`config.mk`:
```
export PLATFORM = sky130hd
export DESIGN_NAME = alpha_sequencer
export DESIGN_NICKNAME = d
export VERILOG_FILES = /design/src/rtl/alpha_sequencer.sv
export SDC_FILE = /design/constraint.sdc
export NUM_CORES = 1
export LEC_CHECK = 0
export CAP_MARGIN = 25
export CORE_ASPECT_RATIO = 0.75
export CORE_MARGIN = 5
export CORE_UTILIZATION = 50
export CTS_BUF_LIST = sky130_fd_sc_hd__clkbuf_8 sky130_fd_sc_hd__clkbuf_16
export CTS_CLUSTER_DIAMETER = 100
export DETAILED_ROUTE_END_ITERATION = 10
export PLACE_DENSITY = 0.77
export SLEW_MARGIN = 20
export SYNTH_ARGS = -nofsm -noshare
export SYNTH_HDL_FRONTEND = slang
export SYNTH_SLANG_ARGS = --single-unit
export TNS_END_PERCENT = 20
```
`constraint.sdc`:
```
create_clock -name clk -period 2.6 [get_ports clk]
set_input_delay 0.65 -clock clk [delete_from_list [all_inputs] [get_ports clk]]
set_output_delay 0.65 -clock clk [all_outputs]
set_load 0.03 [all_outputs]
```
`src/rtl/alpha_sequencer.sv`:
```
// alpha_sequencer
// Walks the CORDIC iteration schedule for one job and presents each step
// ({shift, alphai, last}) to the rotation stage over a valid/ready handshake.
// It holds the circular (atan), linear (2^-i) and hyperbolic (atanh)
// elementary-angle tables and selects one per job from the latched mode.
// Hyperbolic jobs start at i=1 and repeat i at 4, 13, 40, ...
//
// Ports:
//   clk     system clock
//   rst     asynchronous active-high reset; aborts any job with no done pulse
//   start   job request, honoured only in IDLE and not in the done cycle
//   mode    2'b01 circular, 2'b00 linear, 2'b11 hyperbolic, 2'b10 illegal
//   ready   consumer accepts the current step
//   busy    job in progress
//   valid   shift/alphai/last hold a step
//   shift   iteration index i
//   alphai  table entry for i in the latched mode
//   last    current step is the final step of the job
//   done    one-cycle pulse after the final step is accepted
//   err     one-cycle pulse on start with the illegal mode
module alpha_sequencer #(
    parameter int DEC      = 2,
    parameter int FRAC     = 14,
    parameter int ITER     = FRAC + 1,
    parameter int L        = DEC + FRAC,
    parameter int LOG_ITER = $clog2(ITER)
) (
    input  logic                clk,
    input  logic                rst,
    input  logic                start,
    input  logic [1:0]          mode,
    input  logic                ready,
    output logic                busy,
    output logic                valid,
    output logic [LOG_ITER-1:0] shift,
    output logic [L-1:0]        alphai,
    output logic                last,
    output logic                done,
    output logic                err
);

    localparam logic [1:0] MODE_LIN  = 2'b00;
    localparam logic [1:0] MODE_CIRC = 2'b01;
    localparam logic [1:0] MODE_BAD  = 2'b10;
    localparam logic [1:0] MODE_HYP  = 2'b11;

    // k needs two extra bits so 3k+1 does not wrap before passing ITER-1
    localparam int                  KW       = LOG_ITER + 2;
    localparam logic [KW-1:0]       K_INIT   = KW'(4);
    localparam logic [LOG_ITER-1:0] LAST_IDX = LOG_ITER'(ITER - 1);
    localparam logic [LOG_ITER:0]   ITER_W   = (LOG_ITER + 1)'(ITER);

    typedef enum logic {IDLE, RUN} state_t;

    // Table entries are computed at elaboration from their defining
    // functions, rounded to nearest in the FRAC-bit fixed-point format.
    function automatic logic [L-1:0] table_entry(input int sel, input int i);
        real x;
        real s;
        real v;
        x = 1.0;
        s = 1.0;
        for (int n = 0; n < i; n++) x = x / 2.0;
        for (int n = 0; n < FRAC; n++) s = s * 2.0;
        case (sel)
            0:       v = $atan(x);
            1:       v = x;
            default: v = (i == 0) ? 0.0 : $atanh(x);
        endcase
        return L'($rtoi(v * s + 0.5));
    endfunction

    // A step is final at i=ITER-1 unless that index still owes its repeat
    function automatic logic step_is_last(input logic [LOG_ITER-1:0] i,
                                          input logic rep_f,
                                          input logic [KW-1:0] kk,
                                          input logic hyp);
        return (i == LAST_IDX) && !(hyp && ({2'b00, i} == kk) && !rep_f);
    endfunction

    logic [L-1:0] circ_tab [ITER];
    logic [L-1:0] lin_tab  [ITER];
    logic [L-1:0] hyp_tab  [ITER];

    for (genvar g = 0; g < ITER; g++) begin : g_tab
        assign circ_tab[g] = table_entry(0, g);
        assign lin_tab[g]  = table_entry(1, g);
        assign hyp_tab[g]  = table_entry(2, g);
    end

    state_t                state, state_nx;
    logic [1:0]            mode_q, mode_nx;
    logic [LOG_ITER-1:0]   idx, idx_nx;
    logic                  rep, rep_nx;
    logic [KW-1:0]         k, k_nx;
    logic                  last_nx, done_nx, err_nx;
    logic                  load_step;
    logic [L-1:0]          rd_val;
    logic                  hyp_q;
    logic                  at_k;

    assign hyp_q = (mode_q == MODE_HYP);
    assign at_k  = ({2'b00, idx} == k);

    always_comb begin
        state_nx  = state;
        mode_nx   = mode_q;
        idx_nx    = idx;
        rep_nx    = rep;
        k_nx      = k;
        last_nx   = last;
        done_nx   = 1'b0;
        err_nx    = 1'b0;
        load_step = 1'b0;
        case (state)
            IDLE: begin
                if (start && !done) begin
                    if (mode == MODE_BAD) begin
                        err_nx = 1'b1;
                    end else begin
                        state_nx  = RUN;
                        mode_nx   = mode;
                        idx_nx    = (mode == MODE_HYP) ? LOG_ITER'(1) : '0;
                        rep_nx    = 1'b0;
                        k_nx      = K_INIT;
                        load_step = 1'b1;
                        last_nx   = step_is_last(idx_nx, 1'b0, K_INIT, mode == MODE_HYP);
                    end
                end
            end
            RUN: begin
                if (ready) begin
                    if (last) begin
                        state_nx = IDLE;
                        last_nx  = 1'b0;
                        done_nx  = 1'b1;
                    end else begin
                        load_step = 1'b1;
                        if (hyp_q && at_k && !rep) begin
                            rep_nx = 1'b1;
                        end else begin
                            idx_nx = idx + LOG_ITER'(1);
                            rep_nx = 1'b0;
                            // Repeat point just served: move to the next one
                            if (hyp_q && at_k) k_nx = k + (k << 1) + KW'(1);
                        end
                        last_nx = step_is_last(idx_nx, rep_nx, k_nx, hyp_q);
                    end
                end
            end
            default: state_nx = IDLE;
        endcase
    end

    // Table read for the step about to be registered
    always_comb begin
        rd_val = '0;
        if ({1'b0, idx_nx} < ITER_W) begin
            case (mode_nx)
                MODE_CIRC: rd_val = circ_tab[idx_nx];
                MODE_LIN:  rd_val = lin_tab[idx_nx];
                MODE_HYP:  rd_val = hyp_tab[idx_nx];
                default:   rd_val = '0;
            endcase
        end
    end

    always_ff @(posedge clk or posedge rst) begin
        if (rst) begin
            state  <= IDLE;
            mode_q <= MODE_LIN;
            idx    <= '0;
            rep    <= 1'b0;
            k      <= K_INIT;
            last   <= 1'b0;
            done   <= 1'b0;
            err    <= 1'b0;
            alphai <= '0;
        end else begin
            state  <= state_nx;
            mode_q <= mode_nx;
            idx    <= idx_nx;
            rep    <= rep_nx;
            k      <= k_nx;
            last   <= last_nx;
            done   <= done_nx;
            err    <= err_nx;
            if (load_step) alphai <= rd_val;
        end
    end

    assign busy  = (state == RUN);
    assign valid = (state == RUN);
    assign shift = idx;

endmodule

```
# Word level (Yosys, flattened, before mapping)

Memory sizes are Yosys's and may differ from the RTL's.
Index checks and enable logic that the tools add are counted.

Input port bits: 6
Logic and storage cells: 107
Output and inout bits: 25
Bits in registers: 33
Memories kept: 3
Bits in read-only memories: 768

Order comparisons: 2
Bitwise operators: 2
Add/sub/neg operators: 3
Eq/ne operators: 14
Multiplexer cells: 58
Reduce and logical (&&, ||, !) cells: 16

Memories:

| memory           | words | bits a word | read ports | clocked after memory_dff | wr ports | RTL line | source |
|---|---|---|---|---|---|---|---|
| (name not given) | 16    | 16          | 1          | 0                        | 0        | 162      | `MODE_HYP: rd_val = hyp_tab[idx_nx];` |
| (name not given) | 16    | 16          | 1          | 0                        | 0        | 161      | `MODE_LIN: rd_val = lin_tab[idx_nx];` |
| (name not given) | 16    | 16          | 1          | 0                        | 0        | 160      | `MODE_CIRC: rd_val = circ_tab[idx_nx];` |

Operator list:

| kind                                                                   | number |
|---|---|
| 16-bit 2-to-1 mux                                                      | 7 |
| 6-bit 2-to-1 mux                                                       | 9 |
| 16-bit case mux with 3 select lines                                    | 1 |
| 4-bit 2-to-1 mux                                                       | 8 |
| 1-bit 2-to-1 mux                                                       | 24 |
| 4-bit by 6-bit equality test with 1-bit output                         | 2 |
| 6-bit case mux with 2 select lines                                     | 1 |
| 2-bit equality test (second input constant)                            | 4 |
| 1-bit logical AND                                                      | 8 |
| 2-bit != test (second input constant)                                  | 4 |
| 1-bit case mux with 2 select lines                                     | 4 |
| 4-bit case mux with 2 select lines                                     | 1 |
| 6-bit by 1-bit adder with 6-bit output (second input constant)         | 1 |
| 6-bit adder                                                            | 1 |
| 2-bit 2-to-1 mux                                                       | 3 |
| 5-bit >= comparator (second input constant)                            | 1 |
| 1-bit logical NOT                                                      | 5 |
| 4-bit NOT with 5-bit output                                            | 1 |
| 4-bit by 1-bit adder with 4-bit output (second input constant)         | 1 |
| 1-bit by 4-bit equality test with 1-bit output (second input constant) | 1 |
| 4-bit equality test (second input constant)                            | 1 |
| 4-bit < comparator (second input constant)                             | 1 |
| 4-bit AND reduction                                                    | 1 |
| 1-bit by 3-bit equality test with 1-bit output (second input constant) | 1 |
| 4 further kinds                                                        | 4 |

# Depth between registers and ports, before layout

Gate-level depths: netlist of run 1.

Depth in word-level cells: 16
Mapped depth: 13
Mapped depth without buffers: 13

# Least setup slack after synthesis of run 1

OpenSTA, ideal clock, no wires.

Path kind: register -> register
From: register idx[1], in the netlist shift[1]
To: register alphai[1]
Clock period less this slack: 2.968 ns
Setup slack: -0.368 ns
Buffers on the path: 2
Arrival time: 2.847 ns
Data required time: 2.478 ns
Cell stages (with the launch flop): 14
Cell sequence: dfrtp_1 buf_6 xor2_1 or4b_4 o2111ai_1 and3_1 clkbuf_1 inv_1 ha_1 inv_1 o21ai_0 a21oi_1 o22ai_1 a32o_1

Longest elaborated chain between the ends: 16
Elaborated cells on any way between the ends: 26
Classes of those cells: add/sub: 1; order compare: 1; eq/ne: 1; mux: 17; bitwise: 1; reduce/logical: 2; memory: 3

Ends and longest elaborated chain:

| element                                                                        | RTL line      | source |
|---|---|---|
| start: declaration                                                             | 93            | `logic [LOG_ITER-1:0] idx, idx_nx;` |
| start signal: assignment                                                       | 182           | `idx <= idx_nx;` |
| branches (longest 9 deep; another with 4-bit by 1-bit adder with 4-bit output) | --            |  |
| 4-bit case mux with 2 select lines *                                           | 115           | `case (state)` |
| 4-bit NOT with 5-bit output (implied by the code)                              | 160, 161, 162 |  |
| memory read 16 x 16 bit (on tied branches)                                     | --            |  |
| 16-bit 2-to-1 mux (on tied branches) (2 in a row)                              | 162, 160, 161 |  |
| 16-bit case mux with 3 select lines                                            | 159           | `case (mode_nx)` |
| 16-bit 2-to-1 mux *                                                            | 158           | `if ({1'b0, idx_nx} < ITER_W) begin` |
| end signal: assignment                                                         | 188           | `if (load_step) alphai <= rd_val;` |
| end: declaration                                                               | 36            | `output logic [L-1:0] alphai,` |

Mark *: on every way between the ends. The select of a mux whose other input is x is not followed.
A chain may end at the register's enable or synchronous reset.

# Worst setup path in the final report of run 1

From: input port mode[1]
To: register alphai[8]

Longest elaborated chain between the ends: 11
Elaborated cells on any way between the ends: 28
Classes of those cells: order compare: 1; eq/ne: 4; mux: 18; bitwise: 1; reduce/logical: 1; memory: 3

Ends and longest elaborated chain:

| element                                           | RTL line      | source |
|---|---|---|
| start: declaration                                | 31            | `input logic [1:0] mode,` |
| 2-bit equality test                               | 123           | `idx_nx = (mode == MODE_HYP) ? LOG_ITER'(1) : '0;` |
| 1-bit 2-to-1 mux                                  | 123           |  |
| 4-bit 2-to-1 mux                                  | 118           | `if (mode == MODE_BAD) begin` |
| 4-bit 2-to-1 mux                                  | 117           | `if (start && !done) begin` |
| 4-bit case mux with 2 select lines                | 115           |  |
| 4-bit NOT with 5-bit output (implied by the code) | 160, 161, 162 |  |
| memory read 16 x 16 bit (on tied branches)        | --            |  |
| 16-bit 2-to-1 mux (on tied branches) (2 in a row) | 162, 160, 161 |  |
| 16-bit case mux with 3 select lines               | 159           |  |
| 16-bit 2-to-1 mux                                 | 158           |  |

Parallel ways exist; a longest one is shown, timed or not. The select of a mux whose other input is x is not followed.

==> impl_metrics.csv, run 1 <==
group,metric,value,unit
run_status,status,"finished, violations left",
run_status,violations,"setup timing",
synthesis,synth_edf_count,0,
layout,fin_util,75.2,%
detailed_routing,vias,2453,
detailed_routing,drt_iter0_markers,290,
hold_path,min_path_cells,2,
pwr,ir_drop,0.000907,V
flow_run,drv_cap,0,
timing,min_period,2.62,ns
layout,fin_nets,377,
synthesis,synth-seq-cells,32,
synthesis,synth_fp_nets,287,
placement,portBuffers,29,
detailed_routing,first_pass_iters,5,
layout,diodes,0,
timing,hold_slack,0.483,ns
synthesis,seq_area_frac_synth,34.9,%
critical_path,path_max_fanout,4,
critical_path,crit_start,"mode[1]",
global_route,grt_max_degree,15,
synthesis,async_reset_ff_share,100,%
critical_path,worstSetupPathType,"in2reg",
critical_path,end_kind,"register",
floorplanning,core,4470,µm²
layout,final_layout_size_suffix_gt1_share,31.6,%
cts,path_clk_slew,0.07,ns
cts,cts_tree,"done",
timing,setup_ws,-0.0244,ns
timing,drv_slew,0,
critical_path,rr_endpoint,"alphai[8]",
critical_path,r2r_start,"shift[1]",
floorplanning,num_io_pins,31,
floorplanning,die_width,88.3,µm
critical_path,crit_required,2.78,ns
timing,rsz0062_at_grt,"yes",
critical_path,reg2reg_depth,12,
synthesis,yosysWarnings,0,
cts,clk_latency,0.29,ns
floorplanning,start_util,51.4,%
synthesis,synthCells,267,
global_route,antenna_found_initial,0,
detailed_routing,finalWirelength,7250,µm
detailed_routing,wire_per_inst,17.5,µm
cts,clockBufferDepth,2,
placement,gp_congestion,0.958,
synthesis,syn_avg_cell_area,8.60,µm²
global_route,overflow,0,
hold_path,hp-class,"reg2reg",
cts,postCtsHoldBufs,0,
pwr,powerDensity,1330,nW/µm²
synthesis,synth_flop_cell,"dfrtp_1",
synthesis,synth_area,2300,µm²
synthesis,yosysUniqueCellTypes,67,
critical_path,r2r_setup_slack,-0.02,ns
detailed_routing,ant_nets,0,
floorplanning,die_y,68.7,µm
floorplanning,dieArea,6060,µm²
critical_path,endpoint,"alphai[8]",
timing,hold_viol,0,
cts,cts.sinks,32,
pwr,p_leak,1.54,nW
cts,root_buffer,"clkbuf_8",
critical_path,arrival,2.80,ns
global_route,groute.usage.overall,24.6,%
timing,slew_headroom,54.3,%
placement,dp_hpwl,5390,µm
floorplanning,fp-row-count,21,
global_route,first_global_vias,2340,
timing,setup_viol,2,
timing,setup_tns,-0.0310,ns
cts,numCtsBuffers,5,
detailed_routing,vias_per_cell,5.91,
timing,tightest_slew,0.678,ns
cts,cts_max_level,2,
timing,fmax,381,MHz
timing,fin_crit_sh,101,%
global_route,grt_first_pass_wirelength,11300,µm
timing,fin_skew,0.00522,ns
pwr,power.total,0.00446,W
detailed_routing,drc_errors,0,
layout,areaGrowthSynthToFinish,46.1,%
critical_path,critPathLaunchType,"primary input",
## worst max-delay path: stages
cell and delay [ns]:
clkdlybuf4s50_1 0.51, nand2b_1 0.09, a21oi_1 0.23, a21oi_1 0.10, and3_4 0.23, buf_12 0.13, ha_2 0.16, buf_4 0.14
o211ai_1 0.21, nand2_1 0.08, a32o_1 0.25
## power breakdown
| group | internal, W | leakage, nW | switching (W) | total [W] |
|---|---|---|---|---|
| combinational | 0.00157 | 1.07 | 0.00179 | 0.00336 |
| sequential | 0.000634 | 0.420 | 0.0000954 | 0.000730 |
| clock | 0.000180 | 0.0505 | 0.000189 | 0.000369 |
| total | 0.00238 | 1.54 | 0.00208 | 0.00446 |
## worst min-delay path by stage
| stage | from | endpoint |
|---|---|---|
| global placement | alphai[14] | alphai[14] |
| finish | alphai[14] | alphai[14] |
| floorplan | k[4] | k[4] |
| detailed placement | alphai[12] | alphai[12] |
| CTS | alphai[14] | alphai[14] |
| global route | alphai[14] | alphai[14] |
## repair_timing
item                                    4_1_cts  5_1_grt
endpoints found under the setup margin       12       14
pin swaps                                     4        4
buffers inserted                              1        4
resized for setup                            11       18
## cell families after synthesis
family          Yosys count  synth area share [%]
xor+xnor                  9                  3.43
other cells               1                 0.163
mux                       2                 0.871
fa+ha+maj                14                  7.95
flops                    32                  34.9
buf+inv                  33                  6.48
simple gates             91                  21.1
compound gates           85                  25.1
## per-layer routing
| layer | global-route usage [%] | part of all wire, % | up-vias |
|---|---|---|---|
| met3 | 6.06 | 8.6 | 15 |
| li1 | - | - | 1138 |
| met5 | 0 | 0 | - |
| met4 | 5.66 | 1.1 | 0 |
| met1 | 35.2 | 48 | 1168 |
| met2 | 37.5 | 43 | 132 |
## cell type report
type,instances,area [µm²]
Multi-Input combinational cell,202,1470
Fill cell,315,1110
Timing Repair Buffer,98,855
Sequential cell,32,803
Inverter,18,72.6
Tap cell,57,71.3
Clock buffer,5,68.8
Clock inverter,3,12.5
## synthesized netlist by cell type (5+ instances only)
cell,instances,area (µm²)
ha_1,13,163
nand2_1,38,143
clkbuf_1,8,30.0
nor2_1,10,37.5
xor2_1,5,43.8
a21oi_1,16,80.1
inv_1,15,56.3
o21ai_0,23,115
and3_1,5,31.3
dfrtp_1,31,776
a22o_1,5,43.8
nand2b_1,5,31.3
## flip-flops by register name (all words and copies together) (netlist names)
signal,count
alphai,15
k,6
shift,4
mode_q,2
busy,1
done,1
err,1
last,1
rep,1
## cells in the final DEF (no fill, tap or decap), types with 8 or more instances in the layout
master | synthesis | routed
nand2_1 | 38 | 36
nor2_1 | 10 | 8
clkdlybuf4s50_1 | 0 | 27
o21ai_0 | 23 | 17
a21oi_1 | 16 | 13
inv_1 | 15 | 13
ha_1 | 13 | 8
o21ai_1 | 2 | 8
dfrtp_1 | 31 | 30
buf_4 | 2 | 65
## through the flow
| stage | cell area [µm²] | setup slack, ns | cells |
|---|---|---|---|
| 2_1_floorplan | 2360 | -0.0842 | 267 |
| 3_3_place_gp | 3130 | -0.375 | 402 |
| 3_5_place_dp | 3130 | -0.524 | 402 |
| 4_1_cts | 3260 | 0.00645 | 411 |
| 5_1_grt | 3360 | -0.0808 | 415 |
| 6_report | 3360 | -0.0244 | 415 |
No activity file was read; power rests on OpenSTA's default activity.
==> inputs of run 2 (changes only) <==
--- a/config.mk
+++ b/config.mk
@@ -7,12 +7,13 @@
 export LEC_CHECK = 0
 export CAP_MARGIN = 25
 export CORE_ASPECT_RATIO = 0.75
-export CORE_MARGIN = 5
 export CORE_UTILIZATION = 50
 export CTS_BUF_LIST = sky130_fd_sc_hd__clkbuf_8 sky130_fd_sc_hd__clkbuf_16
 export CTS_CLUSTER_DIAMETER = 100
 export DETAILED_ROUTE_END_ITERATION = 10
+export GPL_ROUTABILITY_DRIVEN = 0
 export PLACE_DENSITY = 0.77
+export SKIP_CTS_REPAIR_TIMING = 1
 export SLEW_MARGIN = 20
 export SYNTH_ARGS = -nofsm -noshare
 export SYNTH_HDL_FRONTEND = slang
==> run 2 against run 1 <==
  * The run still ends with setup timing left
  * Flip-flop and latch count unchanged
  * Sequential power about the same
  * Clock power increased by 34%
  * Global-route usage increased by 5.7 points
  * Sequential share of layout area decreased by 0.67 points
  * Wire length increased by 16%
  * Clock-buffer cell count unchanged
  * Critical path depth increased by 2
  * Combinational power increased by 12%
  * Critical endpoint is now alphai[1]
==> impl_metrics.csv, run 2 (synthesis gave the netlist of run 1 again) <==
group,metric,value,unit
run_status,status,"finished, violations left",
run_status,violations,"setup timing",
global_route,grt_max_degree,33,
timing,fin_crit_sh,108,%
timing,fin_skew,0.00601,ns
layout,final_area,3450,µm²
placement,postPlaceCellArea,3100,µm²
layout,final_layout_size_suffix_gt1_share,36.0,%
global_route,grt_first_pass_wirelength,10800,µm
critical_path,r2r_start,"k[4]",
floorplanning,fp-row-count,20,
global_route,groute.usage.overall,30.2,%
placement,dp_hpwl,5040,µm
cts,cts.sinks,32,
pwr,ir_drop,0.000974,V
detailed_routing,wire_per_inst,20.2,µm
floorplanning,num_io_pins,31,
hold_path,worstHoldEndpoint,"alphai[14]",
detailed_routing,finalWirelength,8400,µm
critical_path,worstSetupPathType,"reg2reg",
layout,mostFrequentLayoutCells,"buf_4 (68), nand2_1 (34), dfrtp_1 (30)",
detailed_routing,route.top_layer_used,"met4",
flow_run,drv_cap,0,
critical_path,arrival,2.99,ns
floorplanning,core,4230,µm²
critical_path,slowest_stage,"or4b_4",
global_route,overflow,0,
floorplanning,dieArea,4870,µm²
cts,cts_tree,"done",
detailed_routing,drc_errors,0,
cts,clockBufferDepth,2,
placement,portBuffers,29,
detailed_routing,met3_length,902,µm
timing,hold_slack,0.486,ns
critical_path,end_kind,"register",
critical_path,critPathMaxStageDelay,0.48,ns
floorplanning,start_util,54.3,%
critical_path,crit_required,2.78,ns
timing,tightest_slew,0.676,ns
floorplanning,die_width,80.3,µm
layout,fillers,239,
cts,clk_latency,0.30,ns
hold_path,hold_path.startpoint,"alphai[14]",
layout,largest-register,"alphai",
detailed_routing,drt_iter0_markers,352,
critical_path,r2r_setup_slack,-0.21,ns
detailed_routing,routed-wl-met2,3700,µm
pwr,power.total,0.00500,W
placement,dp.cells,398,
timing,setup_viol,14,
hold_path,min_path_cells,2,
cts,cts_max_level,2,
cts,numCtsBuffers,5,
layout,diodes,0,
layout,mostFrequentLayoutCell,"buf_4",
timing,setup_ws,-0.207,ns
layout,largest_register_ffs,15,
timing,hold_viol,0,
timing,drv_slew,0,
critical_path,worstPathCellList,"inv_1 > ha_1 > or4b_4 > o2111ai_2 > and3_4 > buf_6 > inv_6 > ha_4 > inv_2 > o21ai_2 > a21oi_2 > o22ai_1 > a32o_1",
timing,fmax,356,MHz
timing,min_period,2.81,ns
detailed_routing,wl_met1,3400,µm
pwr,p_leak,1.54,nW
layout,multiInputGateArea,1540,µm²
layout,fin_cells,416,
critical_path,reg2reg_depth,13,
critical_path,path_max_fanout,4,
layout,seqCellArea,803,µm²
detailed_routing,first_pass_iters,5,
detailed_routing,vias_per_cell,6.37,
pwr,powerDensity,1450,nW/µm²
layout,fin_nets,380,
global_route,antenna_found_initial,0,
timing,rsz0062_at_grt,"yes",
detailed_routing,ant_nets,0,
timing,setup_tns,-1.29,ns
cts,path_clk_slew,0.07,ns
critical_path,critPathLaunchType,"register",
cts,root_buffer,"clkbuf_8",
global_route,first_global_vias,2240,
hold_path,hp-class,"reg2reg",
detailed_routing,vias,2649,
critical_path,rr_endpoint,"alphai[1]",
timing,slew_headroom,54.5,%
layout,areaGrowthSynthToFinish,50.3,%
floorplanning,die_y,60.7,µm
==> run 2: cell types whose count changed in the layout (fill, tap and decap cells not counted), sizes merged <==
cell / change
inv: -2
clkdlybuf4s50: +2
clkinvlp: +1
buf: +3
bufinv: +1
dlymetal6s2s: -2
==> run 2: area by class of cell <==
cell class / count / share of cell area [%]
clock inverter: 3 / 1.23
multi-input combinational: 202 / 44.6
tap: 55 / 1.99
sequential: 32 / 23.3
inverter: 18 / 2.17
timing repair buffer: 101 / 24.7
clock buffer: 5 / 1.99
==> run 2: power by group <==
part,leakage [nW],internal [W],switching (W)
sequential,0.420,0.000634,0.0000930
combinational,1.06,0.00172,0.00206
clock,0.0541,0.000283,0.000209
total,1.54,0.00264,0.00237
==> run 2: per-layer routing <==
layer,GRT usage (%),up-vias
met2,45.3,203
met3,8.27,57
met1,41.5,1240
met5,0,-
li1,-,1149
met4,13.0,0
==> run 2: metrics by stage <==
step / setup slack (ns) / utilization (%)
detailed placement: -0.473 / 73.3
finish: -0.207 / 81.7
global placement: -0.393 / 73.3
floorplan: -0.0842 / -
CTS: -0.195 / 75.9
global route: -0.360 / 81.7
==> run 2: critical path: cells and delay by family, from the launching register on <==
family	cells	cell delay, ns
buffers and inverters	4	0.35
flip-flops	1	0.40
AO/OA/AOI/OAI	5	0.81
adder cells (fa/ha/maj)	2	0.37
AND/OR/NAND/NOR	2	0.74
==> run 2: worst max path at each step <==
stage               startpoint         to  slack (ns)  cells past startpoint
global route              k[4]  alphai[1]       -0.36                     13
CTS                      start  alphai[6]       -0.19                     11
finish                    k[4]  alphai[1]       -0.21                     13
floorplan             shift[1]  alphai[1]       -0.08                     11
global placement         start  alphai[0]       -0.39                      9
detailed placement       start  alphai[6]       -0.47                     11
